<file path="src/rtl/layer_seq_pkg.sv">
// Shared types and helpers for the inter-layer stream sequencer.
// Used by layer_stream_seq and layer_argmax.
package layer_seq_pkg;

  typedef enum logic {
    IDLE  = 1'b0,
    SHIFT = 1'b1
  } state_t;

  // Default neuron word width; downstream argmax consumers use word_t.
  localparam int DATA_W = 16;

  typedef logic signed [DATA_W-1:0] word_t;

  function automatic int idx_width(input int n);
    return (n < 2) ? 1 : $clog2(n);
  endfunction

endpackage

</file>
<file path="src/rtl/layer_argmax.sv">
// Running signed max/index over a streamed frame.
// Ties keep the lowest index; word 0 reseeds the running max.
module layer_argmax
  import layer_seq_pkg::*;
#(
  parameter int dataWidth = 16,
  parameter int IDXW      = 4
) (
  input  logic                 clk,
  input  logic                 rst,
  input  logic                 valid,
  input  logic                 first,
  input  logic                 last,
  input  logic [IDXW-1:0]      idx,
  input  logic [dataWidth-1:0] data,
  output logic                 res_valid,
  output logic [IDXW-1:0]      res_idx
);

  logic signed [dataWidth-1:0] max_q;
  logic signed [dataWidth-1:0] word;
  logic [IDXW-1:0]             idx_q;
  logic [IDXW-1:0]             best;
  logic                        take;

  assign word = data;
  assign take = first || (word > max_q);
  assign best = take ? idx : idx_q;

  always_ff @(posedge clk) begin
    if (rst) begin
      max_q     <= '0;
      idx_q     <= '0;
      res_valid <= 1'b0;
      res_idx   <= '0;
    end else begin
      res_valid <= valid && last;
      if (valid && take) begin
        max_q <= word;
        idx_q <= idx;
      end
      if (valid && last)
        res_idx <= best;
    end
  end

endmodule

</file>
<file path="src/rtl/layer_stream_seq.sv">
// Captures a parallel layer output and replays it as a word stream.
// Optional argmax tracking under LAYER_SEQ_ARGMAX_EN.
module layer_stream_seq
  import layer_seq_pkg::*;
#(
  parameter  int NN        = 10,
  parameter  int dataWidth = 16,
  localparam int IDXW      = idx_width(NN)
) (
  input  logic                    clk,
  input  logic                    rst,
  input  logic [NN-1:0]           i_valid,
  input  logic [NN*dataWidth-1:0] i_data,
  output logic                    o_valid,
  output logic [dataWidth-1:0]    o_data,
  output logic                    busy,
  output logic                    seq_err,
  output logic                    argmax_valid,
  output logic [IDXW-1:0]         argmax_idx
);

  localparam logic [IDXW-1:0] LAST = IDXW'(NN - 1);

  state_t                  state;
  state_t                  state_n;
  logic [IDXW-1:0]         cnt;
  logic [IDXW-1:0]         cnt_n;
  logic [NN*dataWidth-1:0] frame;
  logic [dataWidth-1:0]    data_n;
  logic                    capture;
  logic                    partial;
  logic                    last;
  logic                    accept;
  logic                    collide;

  always_comb begin
    capture = &i_valid;
    partial = (|i_valid) && !capture;
    last    = (state == SHIFT) && (cnt == LAST);
    accept  = capture && ((state == IDLE) || last);
    collide = capture && (state == SHIFT) && !last;
    state_n = state;
    cnt_n   = cnt;
    data_n  = o_data;
    // A capture on the last word chains the next frame with no bubble.
    if (accept) begin
      state_n = SHIFT;
      cnt_n   = '0;
      data_n  = i_data[0 +: dataWidth];
    end else begin
      unique case (state)
        IDLE: ;
        SHIFT: begin
          if (last) begin
            state_n = IDLE;
            cnt_n   = '0;
            data_n  = '0;
          end else begin
            cnt_n  = cnt + 1'b1;
            data_n = frame[int'(cnt_n)*dataWidth +: dataWidth];
          end
        end
      endcase
    end
  end

  always_ff @(posedge clk) begin
    if (rst) begin
      state   <= IDLE;
      cnt     <= '0;
      frame   <= '0;
      o_data  <= '0;
      seq_err <= 1'b0;
    end else begin
      state  <= state_n;
      cnt    <= cnt_n;
      o_data <= data_n;
      if (accept)
        frame <= i_data;
      if (collide || partial)
        seq_err <= 1'b1;
    end
  end

  assign o_valid = (state == SHIFT);
  assign busy    = o_valid;

`ifdef LAYER_SEQ_ARGMAX_EN
  layer_argmax #(
    .dataWidth(dataWidth),
    .IDXW     (IDXW)
  ) u_argmax (
    .clk      (clk),
    .rst      (rst),
    .valid    (o_valid),
    .first    (cnt == '0),
    .last     (cnt == LAST),
    .idx      (cnt),
    .data     (o_data),
    .res_valid(argmax_valid),
    .res_idx  (argmax_idx)
  );
`else
  assign argmax_valid = 1'b0;
  assign argmax_idx   = '0;
`endif

endmodule

</file>
<file path="config.mk">
export PLATFORM = sky130hd
export DESIGN_NAME = layer_stream_seq
export DESIGN_NICKNAME = d
export VERILOG_FILES = /design/src/rtl/layer_seq_pkg.sv /design/src/rtl/layer_argmax.sv /design/src/rtl/layer_stream_seq.sv
export SDC_FILE = /design/constraint.sdc
export NUM_CORES = 1
export LEC_CHECK = 0
export BUFFER_PORTS_ARGS = -buffer_cell sky130_fd_sc_hd__clkbuf_2
export CAP_MARGIN = 20
export CORE_MARGIN = 10
export CORE_UTILIZATION = 39
export CTS_BUF_LIST = sky130_fd_sc_hd__clkbuf_2
export CTS_CLUSTER_DIAMETER = 60
export CTS_CLUSTER_SIZE = 24
export DETAILED_ROUTE_END_ITERATION = 6
export SETUP_SLACK_MARGIN = 0.1
export SYNTH_ARGS = -nofsm -noshare
export SYNTH_HDL_FRONTEND = slang
export SYNTH_SLANG_ARGS = --single-unit
</file>
<file path="constraint.sdc">
create_clock -name clk -period 2.34 [get_ports clk]
set_input_delay 0.234 -clock clk [delete_from_list [all_inputs] [get_ports clk]]
set_output_delay 0.234 -clock clk [all_outputs]
set_load 0.01 [all_outputs]
</file>
Yosys cells after proc, flatten, opt, wreduce, memory -nomap -nowiden

Index checks and enable logic that the tools add are counted.

Flip-flop bits (word level): 182
Bits of input ports: 172
Output and inout port bits: 24

$add $sub $neg: 1
Equality and inequality tests: 1
Shifts and indexed selects: 1
Multiplexer cells: 7
Bitwise gates (word level): 1
Reductions and logical operators: 13

Operator list:

| cell                | number |
|---|---|
| $shiftx 160x9->16   | 1 |
| $mux 16             | 3 |
| $reduce_and 10->1   | 1 |
| $reduce_or 10->1    | 1 |
| $logic_and 1x1->1   | 5 |
| $add 4x1->4 const B | 1 |
| $eq 4x4->1 const B  | 1 |
| $mux 4              | 1 |
| $mux 1              | 3 |
| $logic_not 1->1     | 2 |
| $logic_or 1x1->1    | 2 |
| $reduce_bool 2->1   | 1 |
| $reduce_or 2->1     | 1 |
| $not 1->1           | 1 |

Logic depth before layout (Yosys ltp)

Depth after elaboration: 5
Gate-level depth with buffers: 9
Mapped depth without buffers: 7

Least setup slack after synthesis

OpenSTA, ideal clock, no wires.

Path kind: reg-to-reg
Start: register cnt[1]
End: register o_data[10]
Setup time: 0.077 ns
Arrival time: 1.995 ns
Data required time: 2.263 ns
Setup slack: 0.269 ns
Cell stages (with the launch flop): 10
Path buffers: 2
Clock period less this slack: 2.071 ns
Cell sequence: dfxtp_1 > inv_1 > ha_1 > buf_2 > nand2_1 > or4_1 > o21a_2 > buf_6 > or2_1 > a41oi_2

Cells in the longest elaborated chain, start to end: 5
Elaborated cells on any way between the ends: 10
Those cells by class: add/sub: 1; eq/ne: 1; shift: 1; mux: 3; reduce/logical: 4

RTL lines:

| element                                                       | RTL line                                       | text |
|---|---|---|
| from (decl)                                                   | layer_stream_seq.sv:26                         | `logic [IDXW-1:0] cnt;` |
| from (signal assigned)                                        | layer_stream_seq.sv:76                         | `cnt <= cnt_n;` |
| $add 4x1->4 / $eq 4x4->1 (equally long branches)              | layer_stream_seq.sv:59, layer_stream_seq.sv:39 |  |
| $shiftx 160x9->16 / $logic_and 1x1->1 (equally long branches) | layer_stream_seq.sv:60, layer_stream_seq.sv:39 |  |
| $mux 16 / $logic_or 1x1->1 (equally long branches)            | layer_stream_seq.sv:54, layer_stream_seq.sv:40 |  |
| $mux 16 / $logic_and 1x1->1 (equally long branches)           | layer_stream_seq.sv:51, layer_stream_seq.sv:40 |  |
| $mux 16 / $reduce_bool 2->1 (equally long branches)           | --                                             |  |
| to (signal assigned)                                          | layer_stream_seq.sv:77                         | `o_data <= data_n;` |
| to (decl)                                                     | layer_stream_seq.sv:15                         | `output logic [dataWidth-1:0] o_data,` |

Several ways; a longest one is shown, not always the timed one. The select of a mux whose other input is x is not followed.
A chain may end at the register's enable or synchronous reset.

Final worst setup path

Start: register cnt[1]
End: register o_data[4]

The elaborated chain is that of the path after synthesis.

==> metrics.txt <==
Max-cap violations=0; Rel. slew slack=0.493; port bufs=190; Critical Path Sink Type=flop; Sw Share=0.255; via count=roughly 7.7k; row cnt=51; total global-route track usage=0.195; Worst Skew=about 0.034 ns; CP Class=flop to flop; setup TNS=0 ns; P_sw=1.30 mW; Internal Pwr Total=between 3 and 4 mW; # IOs=~200; CTS tree=yes; DR vias/cell=between 4 and 5; Post-DP HPWL=roughly 18000 um; clock buffer depth=2; Core Area=between 15000 and 20000 um2; Die Wd=about 160 um; worst-skew pair later-pin latency=0.76 ns; GPL Wtd Cong=approximately 0.86; Post-synth EDFFs=0; drt wl/cell=about 17 um; clk root buf=clkbuf_2; initial antenna violation count=0; Clk network pwr share=0.301; drt first pass iters=5; GR Overflow Total=0; synthesized area=around 7900 um2; crit path time final=around 2 ns; final cell count without fillers=around 1.5k; Fill cells=1871; pwr dens=around 460 nW/um2; Initial Utilization=0.401; Inst Count DP=around 1.3k; Reg area=3650 um2; H-Tree Depth=4; most frequent cells in the layout=nand2_1, clkbuf_2, dfxtp_1; Netlist cell types=38; Pleak=about 4.0 nW; Comb pwr share=0.089; Slew Limit Fails=0; Critical Path RT=3.02 ns; slew at the pin closest to its max-slew limit=approximately 0.76 ns; Primary FF master, synth=dfxtp_1; antenna fix cells=0; first-pass GRT wire length=slightly above 40000 um; Area Growth Syn to Fin=39.8%; height of the die=around 160 um; total CTS buffers=17; WP data arrival=between 2 and 3 ns; Fmax achieved=just under 500 MHz; post-synthesis cell count=between 900 and 1k; Setup Viol. Count Final=0; VDD IR max=~0.34 mV; most common cell after layout, fill and taps aside=nand2_1; multi-input logic area=slightly below 4000 um2; share of cells above drive strength 1=0.237; clk slew on worst S/H paths=0.28 ns; DRT antenna net count=0; CTS Sinks=182; Worst setup SP type=flop; Final #Nets=around 1.4k; period utilization=0.872; die area=about 26000 um2; asr flop ratio synth=0; run status=finished clean; vias in the first global route=slightly below 8k; final hold violation count=0; synthesized area per cell=between 8 and 9 um2; initial DRC count=~490; YS warnings=0; DRT Wirelength=around 26000 um; Worst Hold Class=primary input to flop; drt drc=0; Yosys reg bits=approximately 180; largest net degree at the start of global routing=just under 100; RSZ-0062 raised after global routing=no; sequential-to-total area share from yosys stat=0.462; Seq pwr share=0.609; critical path peak fanout=16
synth_stat cells, drive strengths merged, types with 2 or more instances:
| master | count | area [um2] |
|---|---|---|
| nand2 | 359 | 1350 |
| mux4 | 32 | 721 |
| a21o | 16 | 120 |
| nor4 | 3 | 18.8 |
| nand4 | 3 | 18.8 |
| nand3 | 3 | 27.5 |
| xor2 | 2 | 17.5 |
| ha | 2 | 25.0 |
| nor3 | 4 | 20.0 |
| or2 | 17 | 106 |
| inv | 3 | 11.3 |
| clkbuf | 43 | 161 |
| o21bai | 16 | 120 |
| a41oi | 16 | 215 |
| buf | 39 | 220 |
| o21ai | 2 | 10.0 |
| and2 | 2 | 12.5 |
| nor2 | 3 | 11.3 |
| a21oi | 163 | 816 |
| mux2i | 16 | 160 |
| dfxtp | 182 | 3640 |
cell type report:
type,count,area share
clock inverters,14,0.0115
multi-input cells,673,0.353
well taps,265,0.0301
flip-flops and latches,182,0.331
repair buffers,381,0.265
clock buffers,18,0.00818
inverters,3,0.00102
power groups by stage:
stage               registers (mW)  logic (mW)  clock network, mW
floorplan                     3.17      0.0674                  0
global placement              3.17       0.227                  0
detailed placement            3.17       0.228                  0
CTS                           3.12       0.448               1.59
global route                  3.12       0.492               1.70
finish                        3.11       0.457               1.54
worst paths after layout:
path | start | to | slack, ns | cells past startpoint
max | cnt[1] | o_data[4] | 0.30 | 7
min reg2reg | frame[9] | frame[9] | 0.47 | 2
min | i_data[132] | frame[132] | 0.20 | 4
max reg2reg | cnt[1] | o_data[4] | 0.30 | 7
critical path: stages, from the launching register on:
cell     delay (ns)
dfxtp_4        0.40
inv_1          0.07
ha_4           0.31
nand2_1        0.05
or4_1          0.43
o21a_4         0.20
or2_2          0.30
a41oi_1        0.21
metrics by stage:
stage                util  power, mW  hold WS, ns  instance area, um2  setup slack, ns
finish              0.560       5.11        0.198               11000            0.300
global route        0.560       5.31        0.146               11000            0.167
CTS                 0.557       5.15        0.134               11000            0.110
detailed placement  0.461       3.40        0.445                9070            0.176
global placement    0.461       3.40        0.438                9070            0.230
floorplan               -       3.24        0.370                7900            0.269
registers in the layout (all words and copies together), names as in the netlist:
| register | count |
|---|---|
| o_data | 16 |
| seq_err | 1 |
| busy | 1 |
| cnt | 4 |
| frame | 160 |
routing by layer:
metal / wire length, um / up-vias / GRT usage
li1: - / 3780 / -
met1: 11500 / 3644 / 0.248
met2: 12800 / 231 / 0.331
met3: 1710 / 18 / 0.0483
met4: 173 / 0 / 0.0339
met5: 0 / - / 0
repair_timing:
item / in CTS / in global routing
resized for setup: 0 / 6
hold endpoints to repair: 178 / 0
hold buffers: 167 / 0
endpoints found under the setup margin: 0 / 17
setup buffers: 0 / 1
logic make-up after synthesis:
logic type      after synthesis  synth area share
other cells                   1          0.000476
fa+ha+maj                     2           0.00318
compound gates              217             0.167
mux                          49             0.113
simple gates                397             0.201
xor+xnor                      3           0.00334
buf+inv                      85            0.0499
flops                       182             0.462
(Power assumes the default switching activity.)
